===== src/rtl/axi_lite_pkg.sv =====
// Shared AXI4-Lite definitions: response codes and the initiator state encoding.
// Latency: n/a (types and constants only).
// Backpressure: n/a.
package axi_lite_pkg;

    localparam logic [1:0] AXI_OK     = 2'b00;
    localparam logic [1:0] AXI_SLVERR = 2'b10;

    typedef enum logic [2:0] {
        ST_IDLE,
        ST_WR_ADDR_DATA,
        ST_WR_RESP,
        ST_RD_ADDR,
        ST_RD_DATA,
        ST_RESPOND
    } axil_state_e;

endpackage


===== src/rtl/axi_lite_master.sv =====
// Single-outstanding AXI4-Lite initiator driven by a valid/ready command port.
// Latency: AXI valids rise 1 cycle after cmd accept; rsp_valid 1 cycle after B/R handshake.
// Backpressure: cmd_ready only in IDLE; response held stable until rsp_ready; slow responders flagged, never abandoned.
module axi_lite_master
    import axi_lite_pkg::*;
#(
    parameter int AXI_LITE_ADDR_WIDTH = 8,
    parameter int TIMEOUT_CYCLES      = 1024
) (
    input  logic                           m_axi_lite_aclk,
    input  logic                           axi_resetn,

    input  logic                           cmd_valid,
    output logic                           cmd_ready,
    input  logic                           cmd_write,
    input  logic [AXI_LITE_ADDR_WIDTH-1:0] cmd_addr,
    input  logic [31:0]                    cmd_wdata,

    output logic                           rsp_valid,
    input  logic                           rsp_ready,
    output logic [31:0]                    rsp_rdata,
    output logic [1:0]                     rsp_resp,
    output logic                           bus_timeout,

    output logic [AXI_LITE_ADDR_WIDTH-1:0] m_axi_lite_awaddr,
    output logic                           m_axi_lite_awvalid,
    input  logic                           m_axi_lite_awready,
    output logic [31:0]                    m_axi_lite_wdata,
    output logic                           m_axi_lite_wvalid,
    input  logic                           m_axi_lite_wready,
    input  logic [1:0]                     m_axi_lite_bresp,
    input  logic                           m_axi_lite_bvalid,
    output logic                           m_axi_lite_bready,
    output logic [AXI_LITE_ADDR_WIDTH-1:0] m_axi_lite_araddr,
    output logic                           m_axi_lite_arvalid,
    input  logic                           m_axi_lite_arready,
    input  logic [31:0]                    m_axi_lite_rdata,
    input  logic [1:0]                     m_axi_lite_rresp,
    input  logic                           m_axi_lite_rvalid,
    output logic                           m_axi_lite_rready
);

    localparam int               CNT_W   = $clog2(TIMEOUT_CYCLES + 1);
    localparam logic [CNT_W-1:0] CNT_MAX = CNT_W'(TIMEOUT_CYCLES);

    axil_state_e                    state_q, state_d;
    logic [AXI_LITE_ADDR_WIDTH-1:0] addr_q, addr_d;
    logic [31:0]                    wdata_q, wdata_d;
    logic                           awvalid_q, awvalid_d;
    logic                           wvalid_q, wvalid_d;
    logic                           bready_q, bready_d;
    logic                           arvalid_q, arvalid_d;
    logic                           rready_q, rready_d;
    logic                           rsp_valid_q, rsp_valid_d;
    logic [31:0]                    rsp_rdata_q, rsp_rdata_d;
    logic [1:0]                     rsp_resp_q, rsp_resp_d;
    logic [CNT_W-1:0]               tmo_cnt_q, tmo_cnt_d;
    logic [CNT_W-1:0]               tmo_cnt_inc;
    logic                           aw_fin;
    logic                           w_fin;

    // Saturating so bus_timeout holds however long the responder stalls.
    assign tmo_cnt_inc = (tmo_cnt_q == CNT_MAX) ? tmo_cnt_q : tmo_cnt_q + CNT_W'(1);

    // A channel counts as finished if it already handshook or handshakes now.
    assign aw_fin = !awvalid_q || m_axi_lite_awready;
    assign w_fin  = !wvalid_q  || m_axi_lite_wready;

    always_comb begin
        state_d     = state_q;
        addr_d      = addr_q;
        wdata_d     = wdata_q;
        awvalid_d   = awvalid_q;
        wvalid_d    = wvalid_q;
        bready_d    = bready_q;
        arvalid_d   = arvalid_q;
        rready_d    = rready_q;
        rsp_valid_d = rsp_valid_q;
        rsp_rdata_d = rsp_rdata_q;
        rsp_resp_d  = rsp_resp_q;
        tmo_cnt_d   = tmo_cnt_q;

        case (state_q)
            ST_IDLE: begin
                if (cmd_valid) begin
                    addr_d    = cmd_addr;
                    wdata_d   = cmd_wdata;
                    tmo_cnt_d = '0;
                    if (cmd_write) begin
                        awvalid_d = 1'b1;
                        wvalid_d  = 1'b1;
                        state_d   = ST_WR_ADDR_DATA;
                    end else begin
                        arvalid_d = 1'b1;
                        state_d   = ST_RD_ADDR;
                    end
                end
            end
            ST_WR_ADDR_DATA: begin
                tmo_cnt_d = tmo_cnt_inc;
                if (awvalid_q && m_axi_lite_awready) awvalid_d = 1'b0;
                if (wvalid_q && m_axi_lite_wready)   wvalid_d  = 1'b0;
                if (aw_fin && w_fin) begin
                    bready_d = 1'b1;
                    state_d  = ST_WR_RESP;
                end
            end
            ST_WR_RESP: begin
                tmo_cnt_d = tmo_cnt_inc;
                if (m_axi_lite_bvalid) begin
                    bready_d    = 1'b0;
                    rsp_resp_d  = m_axi_lite_bresp;
                    rsp_rdata_d = '0;
                    rsp_valid_d = 1'b1;
                    state_d     = ST_RESPOND;
                end
            end
            ST_RD_ADDR: begin
                tmo_cnt_d = tmo_cnt_inc;
                if (m_axi_lite_arready) begin
                    arvalid_d = 1'b0;
                    rready_d  = 1'b1;
                    state_d   = ST_RD_DATA;
                end
            end
            ST_RD_DATA: begin
                tmo_cnt_d = tmo_cnt_inc;
                if (m_axi_lite_rvalid) begin
                    rready_d    = 1'b0;
                    rsp_resp_d  = m_axi_lite_rresp;
                    rsp_rdata_d = m_axi_lite_rdata;
                    rsp_valid_d = 1'b1;
                    state_d     = ST_RESPOND;
                end
            end
            ST_RESPOND: begin
                if (rsp_ready) begin
                    rsp_valid_d = 1'b0;
                    tmo_cnt_d   = '0;
                    state_d     = ST_IDLE;
                end
            end
            default: begin
                state_d = ST_IDLE;
            end
        endcase
    end

    always_ff @(posedge m_axi_lite_aclk or negedge axi_resetn) begin
        if (!axi_resetn) begin
            state_q     <= ST_IDLE;
            addr_q      <= '0;
            wdata_q     <= '0;
            awvalid_q   <= 1'b0;
            wvalid_q    <= 1'b0;
            bready_q    <= 1'b0;
            arvalid_q   <= 1'b0;
            rready_q    <= 1'b0;
            rsp_valid_q <= 1'b0;
            rsp_rdata_q <= '0;
            rsp_resp_q  <= '0;
            tmo_cnt_q   <= '0;
        end else begin
            state_q     <= state_d;
            addr_q      <= addr_d;
            wdata_q     <= wdata_d;
            awvalid_q   <= awvalid_d;
            wvalid_q    <= wvalid_d;
            bready_q    <= bready_d;
            arvalid_q   <= arvalid_d;
            rready_q    <= rready_d;
            rsp_valid_q <= rsp_valid_d;
            rsp_rdata_q <= rsp_rdata_d;
            rsp_resp_q  <= rsp_resp_d;
            tmo_cnt_q   <= tmo_cnt_d;
        end
    end

    assign cmd_ready          = (state_q == ST_IDLE);
    assign rsp_valid          = rsp_valid_q;
    assign rsp_rdata          = rsp_rdata_q;
    assign rsp_resp           = rsp_resp_q;
    assign bus_timeout        = (tmo_cnt_q == CNT_MAX);
    assign m_axi_lite_awaddr  = addr_q;
    assign m_axi_lite_awvalid = awvalid_q;
    assign m_axi_lite_wdata   = wdata_q;
    assign m_axi_lite_wvalid  = wvalid_q;
    assign m_axi_lite_bready  = bready_q;
    assign m_axi_lite_araddr  = addr_q;
    assign m_axi_lite_arvalid = arvalid_q;
    assign m_axi_lite_rready  = rready_q;

endmodule


===== config.mk =====
export PLATFORM = sky130hd
export DESIGN_NAME = axi_lite_master
export DESIGN_NICKNAME = d
export VERILOG_FILES = /design/src/rtl/axi_lite_pkg.sv /design/src/rtl/axi_lite_master.sv
export SDC_FILE = /design/constraint.sdc
export NUM_CORES = 1
export LEC_CHECK = 0
export ABC_AREA = 1
export CORE_ASPECT_RATIO = 0.6
export CORE_MARGIN = 4
export CORE_UTILIZATION = 46
export DETAILED_ROUTE_END_ITERATION = 12
export HOLD_SLACK_MARGIN = 0.05
export PLACE_DENSITY_LB_ADDON = 0.1
export SLEW_MARGIN = 25
export SYNTH_ARGS = -nofsm -noshare
export SYNTH_HDL_FRONTEND = slang
export SYNTH_SLANG_ARGS = --single-unit

===== constraint.sdc =====
create_clock -name m_axi_lite_aclk -period 3.4 [get_ports m_axi_lite_aclk]
set_clock_uncertainty 0.2 [all_clocks]
set_input_delay 0.51 -clock m_axi_lite_aclk [delete_from_list [all_inputs] [get_ports m_axi_lite_aclk]]
set_output_delay 0.51 -clock m_axi_lite_aclk [all_outputs]
set_load 0.01 [all_outputs]

* Yosys cells after proc, flatten, opt, wreduce, memory -nomap -nowiden
Cells that the tools add are included.
** Cells by class
- $add $sub $neg :: 1
- Reduce and logical (&&, ||, !) cells :: 26
- Equality and inequality tests :: 17
- Muxes and demuxes :: 38
** Operators by type and width (number)
- $mux W32 :: 2
- $pmux W32 S2 :: 1
- $mux W11 :: 3
- $pmux W11 S3 :: 1
- $ne A2 B2 Y1 const B :: 10
- $reduce_and A4 Y1 :: 5
- $mux W3 :: 6
- $pmux W3 S6 :: 1
- $mux W1 :: 14
- $add A11 B1 Y11 const B :: 1
- $eq A11 B11 Y1 const B :: 1
- $pmux W1 S2 :: 5
- $reduce_bool A2 Y1 :: 5
- $reduce_and A3 Y1 :: 3
- $eq A3 B2 Y1 const B :: 2
- $eq A3 B3 Y1 const B :: 2
- $mux W2 :: 3
- $reduce_and A6 Y1 :: 1
- $reduce_bool A3 Y1 :: 2
- $pmux W2 S2 :: 1
- $reduce_or A4 Y1 :: 1
- $eq A3 B1 Y1 const B :: 1
- $logic_and A1 B1 Y1 :: 3
- $logic_not A3 Y1 :: 1
- other kinds (5) :: 7
** Word-level totals
- Bits of input ports :: 86
- Bits in registers :: 94

* Depth between registers and ports, before layout
Gate-level depths: netlist of the first run.
- Depth after elaboration :: 5
- Mapped depth :: 11
- Gate-level depth less buffers :: 10

* Worst setup path after synthesis of the first run
No wires, ideal clock.
- Kind :: flip-flop to flip-flop
- Start :: reg tmo_cnt_q[0]
- End :: reg tmo_cnt_q[4]
- Data arrival time :: 1.340 ns
- Slack :: 1.784 ns
- Library setup time :: 0.076 ns
- Required time :: 3.124 ns
- Stages on the path, launching flop included :: 10
- Buffers on the path :: 1
- Period minus slack after synthesis :: 1.616 ns
- Path through :: dfrtp_1 inv_1 ha_1 nand3_1 nor2_1 nand2_1 nand2_2 buf_6 nand2_1 o21ai_1
** Between the ends
- Word-level cells in the longest chain between the ends :: 3
- Elaborated cells on any way between the ends :: 6
- Those cells by class :: add/sub (1); eq/ne (2); mux (2); reduce/logical (1)
** RTL lines
- from (decl) :: line axi_lite_master.sv:57 : logic [CNT_W-1:0] tmo_cnt_q, tmo_cnt_d;
- from (signal assigned) :: line axi_lite_master.sv:175 : tmo_cnt_q <= tmo_cnt_d;
- $eq A11 B11 Y1
- net bus_timeout :: line axi_lite_master.sv:23 : output logic bus_timeout,
- $ne A2 B2 Y1 (no line)
- $reduce_and A4 Y1 (no line)
The timed path passes the listed nets, and every way through them passes these cells. The select of a mux whose other input is x is not followed.
A chain may end at the register's enable or synchronous reset.

* Worst setup path in the final report of the first run
- Start :: reg tmo_cnt_q[0]
- End :: out bus_timeout
** Between the ends
- Word-level cells in the longest chain between the ends :: 1
** RTL lines
- $eq A11 B11 Y1 :: line axi_lite_master.sv:183 : assign bus_timeout = (tmo_cnt_q == CNT_MAX);
- to (decl) :: line axi_lite_master.sv:23
No other way between the ends.

==> results, run 1 <==
- The data required time at the worst endpoint is 2.69 ns.
- The net count of the finished layout is 758.
- After Yosys synthesis, XOR and XNOR cells account for 1.029% of the synthesized area.
- After synthesis the cells add up to about 0.0043 sq mm.
- The areal power density over the cells is 851.6 mW/mm^2.
- The share of cells above drive strength 1 is 5.333%.
- The first global-routing pass estimated 19.04 mm of wire.
- The number of flip-flops and latches in the synthesized netlist is 94.
- The worst-case IR drop observed on VDD is 366.8 uV.
- The first detailed-routing pass ran for 4 iterations.
- The area fraction in compound gates after synthesis is 2.058%.
- The die span in y is 82.51 um.
- The leading cell type in the layout, fill and taps excluded is sky130_fd_sc_hd__nand2_1.
- The cell area after layout is between 0.006 and 0.007 sq mm.
- Input and output buffers added on the ports amount to 175.
- The total of max-cap violations is 0.
- Along the worst path, the maximum fanout reaches 4.
- The final number of max-transition violations was 0.
- The worst path needs around 2.6 ns of the cycle, external delays included.
- At the worst endpoint, the arrival time is 1.93 ns.
- The adder-cell area share of the yosys netlist is 0.5879%.
- The post-cts repair resize count is 0.
- The via count is 3847.
- Overall power consumption after layout is estimated at 5.350 mW.
- The number of setup violations in the final report is 0.
- The relative area change from synthesis to final layout is 47.59%.
- The final-layout setup total negative slack is 0 ns.
- The number of hold buffers added after CTS was 1.
- Leaving out fill and tap cells, the most frequent cells in the layout are sky130_fd_sc_hd__nand2_1 (252), sky130_fd_sc_hd__clkdlybuf4s50_1 (174), sky130_fd_sc_hd__dfrtp_1 (94), sky130_fd_sc_hd__nand3_1 (48), sky130_fd_sc_hd__inv_1 (22).
- The H-tree generated during clock tree synthesis spans 3 levels.
- The worst-case setup slack after placement is ~1.1 ns.
- The layout has 672 filler cells.
- The post-CTS setup buffer count is 0.
- The insertion delay to the later sink of the worst-skew pair is 0.33 ns.
- The count of warnings emitted by yosys is 0.
- Entering global routing, the biggest net connects 56 pins.
- After the first detailed-routing iteration, the DRC count stood at 167.
- The post-route worst hold slack is roughly 0.27 ns.
- Timing would allow up to 378.9 MHz.
- The detail route stage leaves a number of antenna-violating nets equal to 0.
- The count of unresolved DRC violations after routing is 0.
- The number of unique standard cell types used by synthesis is 30.
- The flow ran to the end, and the final reports show no timing, DRC or antenna violations.
- The final design utilization is a little under three quarters.
- Measured against the total synthesized area, the mux share comes to 0%.
- STA classifies the critical path startpoint as a register.
- The critical path is of the register to primary output type.
- 176 I/O pins were placed.
- The initial utilization of the core area, before any placement, comes to 48.64%.
- The leakage power total is 3.115 nW.
- The final RePlAce weighted congestion is 0.8406.
- The largest buffer count on any clock path is 2.
- Summed over all layers, the routed wires come to 11.75 mm.
- After synthesis, the largest family of logic cells by area is simple AND/OR/NAND/NOR gates.
- The nature of the critical path endpoint is a primary output.
- The number of placed instances with taps included is 770.
- 0 antenna diodes ended up in the layout.
- The synthesized design spends more area on one cell type than any other, namely sky130_fd_sc_hd__dfrtp_1.
- Dividing the detail-routed via count by the number of cells gives 4.888.
- The floorplan step defined a die boundary enclosing between 0.01 and 0.015 sq mm.
- The clock root buffer is sky130_fd_sc_hd__clkbuf_16.
- The half-perimeter wire length of the detailed placement result is slightly below 9 mm.
- The final number of hold-violating endpoints is 0.
- Of the synthesized area, sequential elements account for 55.26%.
- In the final routed layout, each cell accounts on average for 14.93 um.
- The worst hold-check path type is register to register.
- The area share of the largest cell type after synthesis is between 50 and 60%.
- The clock net in this run drives a total of 94 sinks.
- The relative slew slack is 53.44%.
- The standard-cell row count is 26.
- Sorting the synthesized cells by area gives the leading types as sky130_fd_sc_hd__dfrtp_1 (55%), sky130_fd_sc_hd__nand2_1 (22%), sky130_fd_sc_hd__nand3_1 (5.6%), sky130_fd_sc_hd__inv_1 (1.9%), sky130_fd_sc_hd__buf_6 (1.9%).
- Once routing completed, OpenROAD measured the worst setup slack at 0.7607 ns.
- The total CTS buffers is 9.
- The non-filler instance count after layout is 787.
- The area inside the core boundary is 0.008751 sq mm.
- The post-synthesis cell count is 509.
- Setup repair after global routing left no endpoint under its margin.
- The die width is 132.2 um.
- The global-route usage over all layers is 21.95%.
- The post-synthesis simple-gate area fraction is 33.69%.
- Averaged over all synthesized cells, the footprint is 8.363 sq um.
- The initial antenna violation count was 0.
- The slew at the pin closest to its max-slew limit is 0.6983 ns.
- Global routing finished with a remaining overflow of 0.
- Summing all placed instances gives a cell area of 0.005963 sq mm.
- The clock-pin transition on the worst setup and hold timing paths is approximately 0.06 ns.
- TritonCTS built the clock tree.
- The net count of the mapped netlist is 597.
- Dividing the final minimum period by the clock period gives 77.63%.
- The via count of the first global-routing pass came to between 3000 and 4000.
[path summary, 6_finish.rpt]
kind                                       from              endpoint  slack [ns]  cells after the start
max reg2reg                          state_q[1]           rsp_resp[0]        1.16                     10
max in group asynchronous            axi_resetn          rsp_rdata[2]        1.67                      3
max                                tmo_cnt_q[0]           bus_timeout        0.76                      5
min in group asynchronous            axi_resetn          tmo_cnt_q[0]        0.56                      2
min                        m_axi_lite_wdata[31]  m_axi_lite_wdata[31]        0.27                      2
min reg2reg                m_axi_lite_wdata[31]  m_axi_lite_wdata[31]        0.27                      2
[routing by layer]
metal	vias to the layer above	part of all wire [%]	global-route usage, %
met1	1787	45	30.26
met3	18	7.6	6.719
met5	-	0	0
met4	0	1.3	5.809
met2	134	46	34.30
li1	1908	-	-
[layout make-up]
cell class	instances	area (sq um)	area share (%)
clock buffer	10	239.0	3.804
clock inverter	6	70.07	1.115
inverter	27	108.9	1.733
multi-input combinational	359	1590	25.31
sequential	94	2352	37.44
tap	112	140.1	2.231
timing repair buffer	179	1782	28.36
[registers in the layout, indices dropped and copies added (netlist names)]
signal	flops
m_axi_lite_araddr	8
m_axi_lite_arvalid	1
m_axi_lite_awvalid	1
m_axi_lite_bready	1
m_axi_lite_rready	1
m_axi_lite_wdata	32
m_axi_lite_wvalid	1
rsp_rdata	32
rsp_resp	2
rsp_valid	1
state_q	3
tmo_cnt_q	11
[worst max-delay path, stage by stage (launching register included)]
cell and delay (ns):
sky130_fd_sc_hd__dfrtp_1 0.41, sky130_fd_sc_hd__inv_1 0.09, sky130_fd_sc_hd__ha_1 0.16, sky130_fd_sc_hd__nand3_1 0.07
sky130_fd_sc_hd__nor2_1 0.26, sky130_fd_sc_hd__clkdlybuf4s50_1 0.60
[cell usage after synthesis]
master	count
sky130_fd_sc_hd__a21oi_1	3
sky130_fd_sc_hd__and2_1	1
sky130_fd_sc_hd__buf_1	2
sky130_fd_sc_hd__buf_2	11
sky130_fd_sc_hd__buf_4	8
sky130_fd_sc_hd__buf_6	7
sky130_fd_sc_hd__clkbuf_1	1
sky130_fd_sc_hd__dfrtp_1	94
sky130_fd_sc_hd__ha_1	2
sky130_fd_sc_hd__inv_1	22
sky130_fd_sc_hd__inv_2	2
sky130_fd_sc_hd__inv_4	3
sky130_fd_sc_hd__nand2_1	252
sky130_fd_sc_hd__nand2_2	3
sky130_fd_sc_hd__nand2_4	1
sky130_fd_sc_hd__nand2_8	1
sky130_fd_sc_hd__nand3_1	48
sky130_fd_sc_hd__nand3_2	1
sky130_fd_sc_hd__nand3_4	2
sky130_fd_sc_hd__nand3b_1	2
sky130_fd_sc_hd__nand4_1	5
sky130_fd_sc_hd__nor2_1	14
sky130_fd_sc_hd__nor2_2	1
sky130_fd_sc_hd__nor2_4	1
sky130_fd_sc_hd__nor2_8	1
sky130_fd_sc_hd__nor3_1	2
sky130_fd_sc_hd__o21ai_0	8
sky130_fd_sc_hd__o21ai_1	5
sky130_fd_sc_hd__o21bai_1	1
sky130_fd_sc_hd__xor2_1	5
[logic make-up after synthesis]
group | after synthesis
fa+ha+maj | 2
compound gates | 17
xor+xnor | 5
flops | 94
buf+inv | 56
simple gates | 335
[where the power goes]
| part | total (mW) | internal, mW | switching, mW | leakage, nW |
|---|---|---|---|---|
| logic | 2.47 | 1.19 | 1.28 | 1.76 |
| clock network | 1.02 | 0.595 | 0.422 | 0.153 |
| registers | 1.87 | 1.56 | 0.310 | 1.20 |
| total | 5.35 | 3.34 | 2.01 | 3.11 |
Power figures use the tool's default switching activity.
==> run 2: changes to the inputs <==
CORE_UTILIZATION = 43   (was 46)
clock period = 2.7 ns   (was 3.4 ns; I/O delays follow)
==> results, run 2 (synthesis gave the netlist of run 1 again) <==
- The areal power density over the cells is 1053 mW/mm^2 (was 851.6 mW/mm^2).
- The final number of max-transition violations is 0 (unchanged).
- The cell area reported after detailed placement came to 0.005998 sq mm (was 0.005963 sq mm).
- The number of design-rule violations left by the first detailed-router iteration came to 249 (was 167).
- The most utilized layer in the global route result is met2 (unchanged).
- The relative slew slack is 56.52% (was 53.44%).
- The area inside the core boundary is 0.009392 sq mm (was 0.008751 sq mm).
- The share of cells above drive strength 1 is 5.185% (was 5.333%).
- The leakage power total is 3.095 nW (was 3.115 nW).
- The total CTS buffers is 9 (unchanged).
- The number of sinks handled by clock tree synthesis came to 94 (unchanged).
- The via count of the first global-routing pass is 3779 (was 3725).
- The switching part of the total is 38.18% (was 37.55%).
- The via count is 3851 (was 3847).
- The relative area change from synthesis to final layout is 47.44% (was 47.59%).
- The starting density of the core is 45.32% (was 48.64%).
- The largest buffer count on any clock path is 2 (unchanged).
- The total of max-cap violations came to 0 (unchanged).
- The worst path setup slack after routing is 0.1541 ns (was 0.7607 ns).
- Run status: completed (unchanged).
- The start-to-end type of the worst setup path is register to primary output (unchanged).
- The number of setup violations in the final report came to 0 (unchanged).
- The routed wire length per instance came to 14.63 um (was 14.93 um).
- The post-CTS setup buffer count is 0 (unchanged).
- The maximum net fanout on the critical path is 4 (unchanged).
- The global-route track usage on met1 is 27.60% (was 30.26%).
- The pin count of the biggest net entering global routing is 62 (was 56).
- The half-perimeter wire length of the detailed placement result is 8.791 mm (was 8.705 mm).
- The insertion delay to the later sink of the worst-skew pair was 0.34 ns (was 0.33 ns).
- The die span in y is 85.07 um (was 82.51 um).
- The fraction of power consumed by sequential logic was 35.5% (was 34.9%).
- The largest voltage drop on the vdd net was 491.3 uV (was 366.8 uV).
- The startpoint kind of the worst setup timing path is a register (unchanged).
- The number of nets with antenna violations after detailed routing is 0 (unchanged).
- The minimum period implied by the final worst setup slack is 2.546 ns.
- The wire length of the first global-routing pass came to 19.00 mm (was 19.04 mm).
- The clock root buffer is sky130_fd_sc_hd__clkbuf_16 (unchanged).
- The die width was 136.4 um (was 132.2 um).
- The total detailed-routing wirelength is 11.78 mm (was 11.75 mm).
- The number of port buffers is 175 (unchanged).
- The die footprint was 0.01161 sq mm (was 0.01091 sq mm).
- Commonest cells after routing, fill and taps aside: sky130_fd_sc_hd__nand2_1 (252), sky130_fd_sc_hd__clkdlybuf4s50_1 (174), sky130_fd_sc_hd__dfrtp_1 (94), sky130_fd_sc_hd__nand3_1 (48), sky130_fd_sc_hd__inv_1 (22) (unchanged).
- The internal power component came to 4.086 mW (was 3.341 mW).
- The CTS tree is done (unchanged).
- The data arrival at the endpoint of the critical path is 1.94 ns (was 1.93 ns).
- The final number of hold-violating endpoints is 0 (unchanged).
- The share of total power in combinational logic came to 47.3% (was 46.1%).
- The via density per instance is 4.784 (was 4.888).
- The data required time at the worst endpoint came to 2.10 ns (was 2.69 ns).
- The net count of the finished layout is 758 (unchanged).
- Of the available clock period, the critical path in the final layout requires 94.29%.
- The CTS H-tree depth came to 3 (unchanged).
- The leading cell type in the layout, fill and taps excluded is sky130_fd_sc_hd__nand2_1 (unchanged).
- The number of optimization iterations in the first detailed-route pass is 5 (was 4).
- The worst hold-check path type is register to register (unchanged).
- Based on the critical path, the design can be clocked at up to 392.8 MHz.
- The total congestion overflow after global routing is 0 (unchanged).
- Unrepaired setup endpoints after global routing: no (unchanged).
- The met3 usage is 6.339% (was 6.719%).
- The initial antenna violation count is 0 (unchanged).
- The post-cts repair resize count is 0 (unchanged).
- The final-layout setup total negative slack is 0 ns (unchanged).
- The clock-pin transition on the worst setup and hold timing paths is 0.06 ns (about the same).
- The slew at the pin closest to its max-slew limit came to 0.6512 ns (was 0.6983 ns).
- The final RePlAce weighted congestion came to 0.8399 (was 0.8406).
- The count of unresolved DRC violations after routing is 0 (unchanged).
- The number of I/O pins came to 176 (unchanged).
- The switching power is 2.524 mW (was 2.009 mW).
- The portion of total power attributed to the clock network is 17.2% (was 19.0%).
- The final antenna diode count is 0 (unchanged).
- The cell with the largest stage delay on the worst path is sky130_fd_sc_hd__clkdlybuf4s50_1 (unchanged).
- The global-route usage over all layers was 20.50% (was 21.95%).
- The standard-cell row count is 27 (was 26).
- The cell area after layout is 0.006276 sq mm (was 0.006282 sq mm).
- Series of cell instances along the critical path: inv_1 -> ha_1 -> nand3_1 -> nor2_1 -> clkdlybuf4s50_1 (unchanged).
- The nature of the critical path endpoint is a primary output (unchanged).
- The worst-case setup slack after placement is 0.4859 ns (was 1.090 ns).
- The overall power of the completed layout is 6.610 mW (was 5.350 mW).
- The reg-to-reg setup timing slack came to 0.63 ns (was 1.16 ns).
- The maximum single-stage delay on the critical path came to 0.59 ns (was 0.60 ns).
- The met2 track demand over resource came to 31.93% (was 34.30%).
[run 2: critical path: cells and delay by family, from the launching register on]
kind | cells | cell delay [ns]
AND/OR/NAND/NOR | 2 | 0.34
buffers and inverters | 2 | 0.68
flip-flops | 1 | 0.42
adder cells (fa/ha/maj) | 1 | 0.16
[run 2: area by class of cell]
type,instances,area (sq um)
Multi-Input combinational cell,359,1590
Inverter,27,108.9
Clock buffer,10,229.0
Fill cell,805,3115
Timing Repair Buffer,179,1794
Tap cell,130,162.7
Clock inverter,6,38.79
Sequential cell,94,2352
[run 2: power by group through the flow]
stage          Clock (mW)  Combinational (mW)  Sequential, mW
3_5_place_dp            0                3.16            2.36
6_report             1.14                3.13            2.35
3_3_place_gp            0                3.07            2.35
5_1_grt              1.24                3.45            2.43
4_1_cts              1.17                3.17            2.34
2_1_floorplan           0                1.53            2.51
[run 2: metal layers]
layer,vias up,routed length (um)
met4,0,212
met3,19,820
li1,1907,-
met2,129,5374
met5,-,0
met1,1796,5373
[run 2: stage by stage]
step                      utilization, %  hold WS [ns]  instances
final                              66.83        0.2691        805
after global routing               66.83        0.2918        805
after CTS                          66.83        0.2736        805
after detailed placement           63.87        0.1800        788
after global placement             63.87        0.1783        788
after floorplan                        -      -0.09059        509
[run 2: repair_timing]
action	in CTS	in global routing
setup endpoints to repair	0	0
hold buffers	1	0
endpoints found under the hold margin	33	0
[run 2: path summary, 6_finish.rpt]
check | startpoint | to | depth (start not counted)
setup reg to reg | state_q[2] | rsp_resp[1] | 8
setup / recovery | tmo_cnt_q[0] | bus_timeout | 5
hold reg to reg | m_axi_lite_wdata[4] | m_axi_lite_wdata[4] | 2
hold / removal | m_axi_lite_wdata[4] | m_axi_lite_wdata[4] | 2
max in group asynchronous | axi_resetn | rsp_rdata[13] | 3
min in group asynchronous | axi_resetn | m_axi_lite_wdata[25] | 2
==> run 3: changes to the inputs <==
CORE_MARGIN = 2   (was 4)
==> results, run 3 (synthesis gave the netlist of run 1 again) <==
- The relative slew slack is 56.56% (was 56.52%).
- The data required time at the worst endpoint is 2.10 ns (about the same).
- The relative area change from synthesis to final layout is 48.62% (was 47.44%).
- The CTS tree is done (unchanged).
- The final number of max-transition violations was 0 (unchanged).
- The startpoint kind of the worst setup timing path is a register (unchanged).
- The largest buffer count on any clock path is 2 (unchanged).
- The cell area reported after detailed placement is 0.006005 sq mm (was 0.005998 sq mm).
- Commonest cells after routing, fill and taps aside: sky130_fd_sc_hd__nand2_1 (252), sky130_fd_sc_hd__clkdlybuf4s50_1 (174), sky130_fd_sc_hd__dfrtp_1 (94), sky130_fd_sc_hd__nand3_1 (48), sky130_fd_sc_hd__inv_1 (22) (unchanged).
- The routed wire length per instance is 13.39 um (was 14.63 um).
- The start-to-end type of the worst setup path is register to primary output (unchanged).
- The die width is 132.4 um (was 136.4 um).
- The wire length of the first global-routing pass was 17.53 mm (was 19.00 mm).
- The maximum operating frequency is 399.8 MHz (was 392.8 MHz).
- The final number of hold-violating endpoints is 0 (unchanged).
- The total CTS buffers is 9 (unchanged).
- The count of unresolved DRC violations after routing came to 0 (unchanged).
- The largest voltage drop on the vdd net is 469.3 uV (was 491.3 uV).
- The initial antenna violation count came to 0 (unchanged).
- The via density per instance was 4.695 (was 4.784).
- The die footprint is 0.01074 sq mm (was 0.01161 sq mm).
- The area inside the core boundary is 0.009739 sq mm (was 0.009392 sq mm).
- The cell area after layout is 0.006326 sq mm (was 0.006276 sq mm).
- The final cycle utilization of the critical path is 92.64% (was 94.29%).
- The data arrival at the endpoint of the critical path is 1.90 ns (was 1.94 ns).
- The hold-fix buffer count after cts is 1 (unchanged).
- The minimum period implied by the final worst setup slack is 2.501 ns (was 2.546 ns).
- The net count of the finished layout came to 758 (unchanged).
- The clock-pin transition on the worst setup and hold timing paths is 0.06 ns (about the same).
- The number of nets with antenna violations after detailed routing is 0 (unchanged).
- The die span in y was 81.07 um (was 85.07 um).
- The number of placed instances with taps included came to 793 (was 788).
- The number of design-rule violations left by the first detailed-router iteration is 234 (was 249).
- The non-filler instance count after layout came to 809 (was 805).
- Run status: completed (unchanged).
- The via count is 3798 (was 3851).
- The global-route usage over all layers is 20.57% (was 20.50%).
- The leading cell type in the layout, fill and taps excluded is sky130_fd_sc_hd__nand2_1 (unchanged).
- The final design utilization is 64.95% (was 66.83%).
- The number of port buffers is 175 (unchanged).
- The clock root buffer is sky130_fd_sc_hd__clkbuf_16 (unchanged).
- The leakage power total was 3.118 nW (was 3.095 nW).
- The CTS H-tree depth is 3 (unchanged).
- The half-perimeter wire length of the detailed placement result is 7.906 mm (was 8.791 mm).
- The post-cts repair resize count is 0 (unchanged).
- The pin count of the biggest net entering global routing is 58 (was 62).
- The insertion delay to the later sink of the worst-skew pair was 0.34 ns (about the same).
- The final antenna diode count is 0 (unchanged).
- The total of max-cap violations is 0 (unchanged).
- Unrepaired setup endpoints after global routing: no (unchanged).
- The share of cells above drive strength 1 was 5.193% (was 5.185%).
- The total congestion overflow after global routing is 0 (unchanged).
- The worst hold-check path type is register to register (unchanged).
- The standard-cell row count is 28 (was 27).
- The nature of the critical path endpoint is a primary output (unchanged).
- The slew at the pin closest to its max-slew limit is 0.6507 ns (was 0.6512 ns).
- The number of I/O pins is 176 (unchanged).
- The post-CTS setup buffer count is 0 (unchanged).
- The number of setup violations in the final report was 0 (unchanged).
- The final-layout setup total negative slack was 0 ns (unchanged).
- The maximum net fanout on the critical path is 4 (unchanged).
- The final RePlAce weighted congestion is 0.8687 (was 0.8399).
- The total detailed-routing wirelength is 10.83 mm (was 11.78 mm).
- The overall power of the completed layout is 6.746 mW (was 6.610 mW).
- The number of optimization iterations in the first detailed-route pass is 5 (unchanged).
- The starting density of the core was 43.71% (was 45.32%).
- The areal power density over the cells is 1066 mW/mm^2 (was 1053 mW/mm^2).
- The via count of the first global-routing pass is 3483 (was 3779).
- The number of sinks handled by clock tree synthesis came to 94 (unchanged).
run 3: changes by cell type in the layout (fill, tap and decap cells not counted):
cell                         previous run  this run
sky130_fd_sc_hd__bufinv_16              0         2
sky130_fd_sc_hd__clkbuf_1               1         0
sky130_fd_sc_hd__clkinv_2               3         2
sky130_fd_sc_hd__clkinv_4               1         0
sky130_fd_sc_hd__clkinvlp_4             2         1
sky130_fd_sc_hd__inv_6                  0         1
run 3: area by class of cell:
class	instances	area [sq um]
fillers	834	3413
flip-flops and latches	94	2352
repair buffers	179	1794
multi-input cells	359	1590
clock buffers	9	225.2
well taps	135	168.9
inverters	27	108.9
clock inverters	6	86.33
run 3: per-stage QoR:
| step | hold WS, ns | setup slack [ns] |
|---|---|---|
| finish | 0.2697 | 0.1988 |
| global route | 0.2850 | 0.07114 |
| CTS | 0.2745 | 0.1989 |
| detailed placement | 0.2133 | 0.5108 |
| global placement | 0.2099 | 0.5322 |
| floorplan | -0.09059 | 1.084 |
run 3: where the power goes:
group / switching, mW / internal, mW
sequential: 0.374 / 1.96
clock: 0.523 / 0.806
combinational: 1.58 / 1.50
total: 2.48 / 4.27
run 3: final timing paths:
check,start,end,slack [ns],cells after the start
worst min-delay path,m_axi_lite_wdata[26],m_axi_lite_wdata[26],0.27,2
worst max register to register,state_q[2],rsp_resp[1],0.67,7
worst max-delay path,tmo_cnt_q[0],bus_timeout,0.20,5
max in group asynchronous,axi_resetn,m_axi_lite_wdata[5],1.23,3
min in group asynchronous,axi_resetn,tmo_cnt_q[0],0.38,2
worst min register to register,m_axi_lite_wdata[26],m_axi_lite_wdata[26],0.27,2
run 3: metal layers:
metal	track usage (%)	wire [um]	up-vias
met3	5.306	749	10
met4	5.484	88	0
met5	0	0	-
li1	-	-	1900
met1	29.26	5172	1777
met2	31.55	4819	111
run 3: worst max-delay path, cell delays in order, from the launching register on:
cell and delay [ns]:
sky130_fd_sc_hd__dfrtp_1 0.41, sky130_fd_sc_hd__inv_1 0.10, sky130_fd_sc_hd__ha_1 0.15, sky130_fd_sc_hd__nand3_1 0.07, sky130_fd_sc_hd__nor2_1 0.24, sky130_fd_sc_hd__clkdlybuf4s50_1 0.59
